$ cat config.mk
export PLATFORM = sky130hd
export DESIGN_NAME = exe_stage_unit
export DESIGN_NICKNAME = d
export VERILOG_FILES = /design/src/rtl/exe_stage_unit_pkg.sv /design/src/rtl/exe_stage_unit_val2_generator.sv /design/src/rtl/exe_stage_unit.sv
export SDC_FILE = /design/constraint.sdc
export NUM_CORES = 1
export LEC_CHECK = 0
export CAP_MARGIN = 20
export CORE_ASPECT_RATIO = 1.5
export CORE_UTILIZATION = 45
export DETAILED_ROUTE_END_ITERATION = 8
export PLACE_DENSITY_LB_ADDON = 0.1
export SLEW_MARGIN = 20
export SYNTH_ARGS = -nofsm -noshare
export SYNTH_HDL_FRONTEND = slang
export SYNTH_SLANG_ARGS = --single-unit
$ cat constraint.sdc
create_clock -name clk -period 10.36 [get_ports clk]
set_input_delay 1.554 -clock clk [delete_from_list [all_inputs] [get_ports clk]]
set_output_delay 1.554 -clock clk [all_outputs]
set_load 0.1 [all_outputs]
$ cat src/rtl/exe_stage_unit_pkg.sv
// Shared constants for the execute stage: ALU commands, shift types, forwarding selects, NZCV bit indices.
// Latency: n/a (package only).
// Backpressure: n/a (package only).
package exe_stage_unit_pkg;

   // ALU command encodings
   localparam logic [3:0] CMD_MOV = 4'b0001;
   localparam logic [3:0] CMD_MVN = 4'b1001;
   localparam logic [3:0] CMD_ADD = 4'b0010;
   localparam logic [3:0] CMD_ADC = 4'b0011;
   localparam logic [3:0] CMD_SUB = 4'b0100;
   localparam logic [3:0] CMD_SBC = 4'b0101;
   localparam logic [3:0] CMD_AND = 4'b0110;
   localparam logic [3:0] CMD_ORR = 4'b0111;
   localparam logic [3:0] CMD_EOR = 4'b1000;

   // Register-shift types from shift_operand[6:5]
   localparam logic [1:0] SH_LSL = 2'b00;
   localparam logic [1:0] SH_LSR = 2'b01;
   localparam logic [1:0] SH_ASR = 2'b10;
   localparam logic [1:0] SH_ROR = 2'b11;

   // Forwarding selects; 2'b11 also falls back to the register file
   localparam logic [1:0] FWD_RF  = 2'b00;
   localparam logic [1:0] FWD_MEM = 2'b01;
   localparam logic [1:0] FWD_WB  = 2'b10;

   // Bit positions inside the 4-bit status word {N,Z,C,V}
   localparam int ST_N = 3;
   localparam int ST_Z = 2;
   localparam int ST_C = 1;
   localparam int ST_V = 0;

   // Rotate right by 0..31; a zero amount returns x unchanged
   function automatic logic [31:0] ror32(input logic [31:0] x, input logic [4:0] n);
      logic [63:0] dbl;
      dbl = {x, x} >> n;
      return dbl[31:0];
   endfunction

   // Operand forwarding mux
   function automatic logic [31:0] fwd_mux(input logic [31:0] rf_val,
                                           input logic [31:0] mem_val,
                                           input logic [31:0] wb_val,
                                           input logic [1:0]  sel);
      case (sel)
         FWD_MEM: return mem_val;
         FWD_WB:  return wb_val;
         default: return rf_val;
      endcase
   endfunction

endpackage

$ cat src/rtl/exe_stage_unit_val2_generator.sv
// Second-operand generator: rotated immediate, memory offset, or shifted register.
// Latency: purely combinational.
// Backpressure: none; output follows inputs.
module val2_generator
   import exe_stage_unit_pkg::*;
(
   input  logic [31:0] rm_i,
   input  logic [11:0] shift_operand_i,
   input  logic        imm_i,
   input  logic        mem_access_i,
   output logic [31:0] val2_o
);

   logic [4:0] sh_amt;
   logic [1:0] sh_type;

   assign sh_amt  = shift_operand_i[11:7];
   assign sh_type = shift_operand_i[6:5];

   // Immediate wins over memory offset, which wins over register shift
   always_comb begin
      val2_o = rm_i;
      if (imm_i) begin
         val2_o = ror32({24'b0, shift_operand_i[7:0]}, {shift_operand_i[11:8], 1'b0});
      end else if (mem_access_i) begin
         val2_o = {20'b0, shift_operand_i};
      end else begin
         case (sh_type)
            SH_LSL:  val2_o = rm_i << sh_amt;
            SH_LSR:  val2_o = rm_i >> sh_amt;
            SH_ASR:  val2_o = 32'($signed(rm_i) >>> sh_amt);
            default: val2_o = ror32(rm_i, sh_amt);
         endcase
      end
   end

endmodule

$ cat src/rtl/exe_stage_unit.sv
// Execute stage: forwarding, Val2, ALU, NZCV register, branch target, EX/MEM register.
// Latency: one cycle to EX/MEM outputs and status; branch_taken/branch_addr are combinational.
// Backpressure: freeze holds every register in the block; reset overrides freeze.
module exe_stage_unit
   import exe_stage_unit_pkg::*;
#(
   parameter int DATA_W = 32,
   parameter int REG_W  = 4
)
(
   input  logic              clk,
   input  logic              rst,
   input  logic              freeze,
   input  logic              wb_en_in,
   input  logic              mem_read_in,
   input  logic              mem_write_in,
   input  logic              imm_in,
   input  logic              branch_in,
   input  logic              s_in,
   input  logic [3:0]        exe_cmd_in,
   input  logic [DATA_W-1:0] pc_in,
   input  logic [DATA_W-1:0] val_rn_in,
   input  logic [DATA_W-1:0] val_rm_in,
   input  logic [11:0]       shift_operand_in,
   input  logic [23:0]       signed_imm_in,
   input  logic [REG_W-1:0]  dest_in,
   input  logic [1:0]        sel_src1,
   input  logic [1:0]        sel_src2,
   input  logic [DATA_W-1:0] mem_fwd_val,
   input  logic [DATA_W-1:0] wb_fwd_val,
   output logic              wb_en_out,
   output logic              mem_read_out,
   output logic              mem_write_out,
   output logic [DATA_W-1:0] alu_res_out,
   output logic [DATA_W-1:0] val_rm_out,
   output logic [REG_W-1:0]  dest_out,
   output logic [3:0]        status,
   output logic              branch_taken,
   output logic [DATA_W-1:0] branch_addr
);

   logic [31:0] op1;
   logic [31:0] rm_fwd;
   logic [31:0] val2;
   logic [31:0] alu_res_d;
   logic [3:0]  status_d;
   logic [3:0]  status_q;
   logic [32:0] sum33;
   logic [31:0] b_eff;
   logic        cin_eff;
   logic        is_arith;
   logic        is_known;

   logic              wb_en_q, mem_read_q, mem_write_q;
   logic [31:0]       alu_res_q, val_rm_q;
   logic [REG_W-1:0]  dest_q;

   assign op1    = fwd_mux(val_rn_in, mem_fwd_val, wb_fwd_val, sel_src1);
   assign rm_fwd = fwd_mux(val_rm_in, mem_fwd_val, wb_fwd_val, sel_src2);

   val2_generator u_val2 (
      .rm_i            (rm_fwd),
      .shift_operand_i (shift_operand_in),
      .imm_i           (imm_in),
      .mem_access_i    (mem_read_in | mem_write_in),
      .val2_o          (val2)
   );

   // Subtraction is done as op1 + ~val2 + carry-in so C comes out as NOT borrow
   always_comb begin
      alu_res_d = '0;
      status_d  = status_q;
      b_eff     = val2;
      cin_eff   = 1'b0;
      is_arith  = 1'b0;
      is_known  = 1'b1;
      case (exe_cmd_in)
         CMD_ADD: begin b_eff = val2;  cin_eff = 1'b0;           is_arith = 1'b1; end
         CMD_ADC: begin b_eff = val2;  cin_eff = status_q[ST_C]; is_arith = 1'b1; end
         CMD_SUB: begin b_eff = ~val2; cin_eff = 1'b1;           is_arith = 1'b1; end
         CMD_SBC: begin b_eff = ~val2; cin_eff = status_q[ST_C]; is_arith = 1'b1; end
         CMD_MOV: alu_res_d = val2;
         CMD_MVN: alu_res_d = ~val2;
         CMD_AND: alu_res_d = op1 & val2;
         CMD_ORR: alu_res_d = op1 | val2;
         CMD_EOR: alu_res_d = op1 ^ val2;
         default: is_known = 1'b0;
      endcase
      sum33 = {1'b0, op1} + {1'b0, b_eff} + {32'b0, cin_eff};
      if (is_arith) begin
         alu_res_d      = sum33[31:0];
         status_d[ST_C] = sum33[32];
         status_d[ST_V] = (op1[31] == b_eff[31]) && (sum33[31] != op1[31]);
      end
      if (is_known) begin
         status_d[ST_N] = alu_res_d[31];
         status_d[ST_Z] = (alu_res_d == 32'b0);
      end
   end

   // Status register: reset, else update on S when not frozen
   always_ff @(posedge clk) begin
      if (rst) begin
         status_q <= '0;
      end else if (!freeze && s_in) begin
         status_q <= status_d;
      end
   end

   // EX/MEM pipeline register: reset, else load every unfrozen cycle
   always_ff @(posedge clk) begin
      if (rst) begin
         wb_en_q     <= 1'b0;
         mem_read_q  <= 1'b0;
         mem_write_q <= 1'b0;
         alu_res_q   <= '0;
         val_rm_q    <= '0;
         dest_q      <= '0;
      end else if (!freeze) begin
         wb_en_q     <= wb_en_in;
         mem_read_q  <= mem_read_in;
         mem_write_q <= mem_write_in;
         alu_res_q   <= alu_res_d;
         val_rm_q    <= rm_fwd;
         dest_q      <= dest_in;
      end
   end

   assign wb_en_out     = wb_en_q;
   assign mem_read_out  = mem_read_q;
   assign mem_write_out = mem_write_q;
   assign alu_res_out   = alu_res_q;
   assign val_rm_out    = val_rm_q;
   assign dest_out      = dest_q;
   assign status        = status_q;

   // Branch target is word offset scaled to bytes, relative to PC+4
   assign branch_taken = branch_in;
   assign branch_addr  = pc_in + {{6{signed_imm_in[23]}}, signed_imm_in, 2'b00};

endmodule

==> results.sh <==
export IMPL_syn_area_per_cell_um2=7.50
export IMPL_wire_per_inst_um=32.8
export IMPL_synth_area_um2=15800
export IMPL_yosys_warnings=0
export IMPL_ctsHoldBuffers=0
export IMPL_crit_path_start_kind="input pin"
export IMPL_clock_root_buffer="clkbuf_16"
export IMPL_crit_type="input pin to register"
export IMPL_grt_pass1_wl_um=133000
export IMPL_clock_sinks=75
export IMPL_syn_num_nets=2454
export IMPL_tns_ns=0
export IMPL_fin_crit_sh_pct=88.4
export IMPL_postCtsResizedCells=0
export IMPL_p_sw_w=0.00130
export IMPL_grt_pass1_vias=19900
export IMPL_synth_main_ff_cell="dfxtp_1"
export IMPL_worst_pin_slew_ns=1.21
export IMPL_drive_gt1_share_pct=10.3
export IMPL_overflow=0
export IMPL_clockPowerShare_pct=14.5
export IMPL_placed_cell_area_um2=19400
export IMPL_ir_worst_vdd_mv=0.168
export IMPL_core_rowCount=83
export IMPL_clkLatencyLatePin_ns=0.36
export IMPL_ys_top_cells_by_area="mux4_2 13%, ha_1 10%, dfxtp_1 9.5%"
export IMPL_p_leak_nw=7.95
export IMPL_slew_headroom_pct=18.7
export IMPL_drv_cap=0
export IMPL_detailed_place_hpwl_um=71600
export IMPL_die_area_um2=35900
export IMPL_grt_setup_unrepaired="no"
export IMPL_min_delay_path_depth=2
export IMPL_boundaryPins=325
export IMPL_clock_fmax_mhz=109
export IMPL_htreeDepth=3
export IMPL_drc=0
export IMPL_cts_tree="built"
export IMPL_cts_buffer_depth=2
export IMPL_die_w_um=155
export IMPL_final_util_pct=57.5
export IMPL_ys_seq_area_share_pct=9.50
export IMPL_power_frac_comb_pct=71.6
export IMPL_synth_area_leader_cell="mux4_2"
export IMPL_synth_top_cell_area_share_pct=13.3
export IMPL_min_path_type="register to register"
export IMPL_areaGrowthSynthToFinish_pct=25.0
export IMPL_first_pass_iters=6
export IMPL_core_area_um2=34400
export IMPL_p_seq_share_pct=13.9
export IMPL_antenna_found_initial=2
export IMPL_reg2reg_depth=16
export IMPL_cts_made_buffers=9
export IMPL_critPathMaxFanout=46
export IMPL_clk_pin_slew_ns=0.07
export IMPL_vias=20300
export IMPL_async_flop_share_pct=0
export IMPL_grt_max_degree=76
export IMPL_synthCells=2106
export IMPL_ys_types=86
export IMPL_ys_ff_latch=75
export IMPL_finalHoldViolCount=0
export IMPL_port_buffers=318
export IMPL_ant_nets=0
export IMPL_p_per_area_nw_per_um2=118
export IMPL_die_y_um=232
export IMPL_grt_usage_pct=51.2
export IMPL_status="completed"
export IMPL_swShare_pct=55.6
export IMPL_finalInstanceArea_um2=19800
export IMPL_layout_min_cycle_time_ns=9.15
export IMPL_drv_slew=0
export IMPL_end_kind="register"
export IMPL_drt_iter0_markers=2922
export IMPL_avgViaCountPerCell=7.20
export IMPL_drt_total_wl_um=92500
export IMPL_fin_nets=2694
export IMPL_cp_required_ns=10.66
export IMPL_gp_congestion=1.13
export IMPL_synth_edff_count=0
export IMPL_skew_ns=0.00821
export IMPL_intPower_w=0.00104
export IMPL_initial_core_util_pct=46.0
export IMPL_crit_arrival_ns=9.45
export IMPL_cts_setup_buffers=0
export IMPL_finalSetupViolCount=0
==> kinds of logic (layout without fill, tap and decap cells) <==
group	after synthesis	after routing	share of synthesized area [%]
AO/OA/AOI/OAI	721	721	31.4
XOR/XNOR	96	96	5.32
adder cells (fa/ha/maj)	131	131	10.5
buffers and inverters	273	518	7.10
flip-flops	75	75	9.50
multiplexers	174	174	18.4
other	0	3	0
AND/OR/NAND/NOR	636	636	17.8
==> final timing paths <==
check / from / to / slack [ns]
worst max-delay path: sel_src2[0] / status[2] / 1.21
worst min-delay path: val_rm_out[2] / val_rm_out[2] / 0.48
worst max register to register: status[1] / status[2] / 5.82
worst min register to register: val_rm_out[2] / val_rm_out[2] / 0.48
==> flip-flops by register name, indices dropped and copies added, names as in the netlist <==
signal	cells
status	4
mem_read_out	1
val_rm_out	32
mem_write_out	1
wb_en_out	1
alu_res_out	32
dest_out	4
==> metal layers <==
metal / GRT usage (%) / share of wire, % / vias up
li1: - / - / 8418
met2: 78.4 / 44 / 1712
met5: 0.420 / 0.025 / -
met4: 53.4 / 12 / 2
met1: 53.7 / 32 / 9581
met3: 16.3 / 12 / 608
==> power by group through the flow <==
stage                     registers [W]  clock network [W]  logic (W)
final                          0.000325           0.000338    0.00168
after global routing           0.000326           0.000350    0.00173
after CTS                      0.000324           0.000339    0.00161
after detailed placement       0.000330                  0    0.00160
after global placement         0.000329                  0    0.00158
after floorplan                0.000475                  0   0.000928
==> metrics by stage <==
step	std cells	setup slack, ns	hold slack [ns]	power, W
after floorplan	2106	2.69	0.905	0.00140
after global placement	2800	1.27	0.453	0.00191
after detailed placement	2800	1.09	0.458	0.00193
after CTS	2816	1.42	0.473	0.00227
after global routing	2818	0.731	0.489	0.00240
final	2821	1.21	0.477	0.00234
==> critical path, cell delays in order <==
cell	delay [ns]
clkdlybuf4s50_1	0.52
inv_1	0.06
ha_1	0.57
inv_2	0.24
buf_4	0.51
mux4_2	0.49
a22o_1	0.32
a2111o_1	0.39
a31oi_1	0.20
o32ai_1	0.18
a221oi_1	0.49
nor2_1	0.19
xor2_1	0.29
ha_1	0.31
a211oi_1	0.34
o211ai_1	0.21
a21oi_1	0.30
nor2_1	0.07
nor2_1	0.24
o21bai_1	0.12
xnor2_1	0.15
nor2_1	0.05
a2111oi_0	0.93
o211ai_1	0.20
nor4_1	0.31
a31o_1	0.19
==> synth_stat cells (12+ instances only) <==
master and number:
buf_1 18, nor3_1 37, a22oi_1 45, or2_2 17, a221o_1 14, mux4_2 93, o21a_1 16, nor4_1 15
nor2_1 263, xnor2_1 54, a22o_1 38, xor2_1 42, o21ai_0 131, inv_1 106, o211ai_1 15, nand2b_1 14
a21o_1 20, and2_1 15, o31ai_1 20, a221oi_1 36, nor2b_1 18, nand3_1 33, o22ai_1 42, a211oi_1 39
and3_1 12, buf_2 21, a21oi_1 158, ha_1 128, dfxtp_1 75, a31oi_1 18, mux2i_1 78, nand2_1 179
clkbuf_1 110
==> cell type report <==
type	count	area [µm²]
multi-input cells	1758	13200
clock inverters	7	83.8
fillers	3094	14600
clock buffers	9	225
diodes	3	7.51
repair buffers	391	3700
inverters	111	417
well taps	467	584
flip-flops and latches	75	1500
==> cell usage in the layout (no fill, tap or decap), types with 10 or more instances in the layout <==
| cell type | instances |
|---|---|
| xor2_1 | 42 |
| and3_1 | 12 |
| nand4_1 | 11 |
| nor3_1 | 36 |
| a221oi_1 | 35 |
| mux2i_1 | 78 |
| clkdlybuf4s50_1 | 312 |
| o22ai_1 | 42 |
| or2_2 | 17 |
| o221ai_1 | 10 |
| nor2b_1 | 18 |
| a22o_1 | 38 |
| o211a_1 | 10 |
| and2_1 | 15 |
| a31oi_1 | 18 |
| nor4_1 | 15 |
| a221o_1 | 14 |
| nand3_1 | 33 |
| nand2b_1 | 14 |
| a21o_1 | 20 |
| a211oi_1 | 39 |
| mux4_2 | 93 |
| nor2_1 | 261 |
| a21oi_1 | 158 |
| a22oi_1 | 45 |
| dfxtp_1 | 75 |
| ha_1 | 126 |
| o32ai_1 | 10 |
| inv_1 | 104 |
| o31ai_1 | 20 |
| o21ai_0 | 126 |
| xnor2_1 | 54 |
| o211ai_1 | 15 |
| nand2_1 | 179 |
| o21a_1 | 16 |
| buf_4 | 74 |
Note: power is estimated with default switching activity, not from simulation.
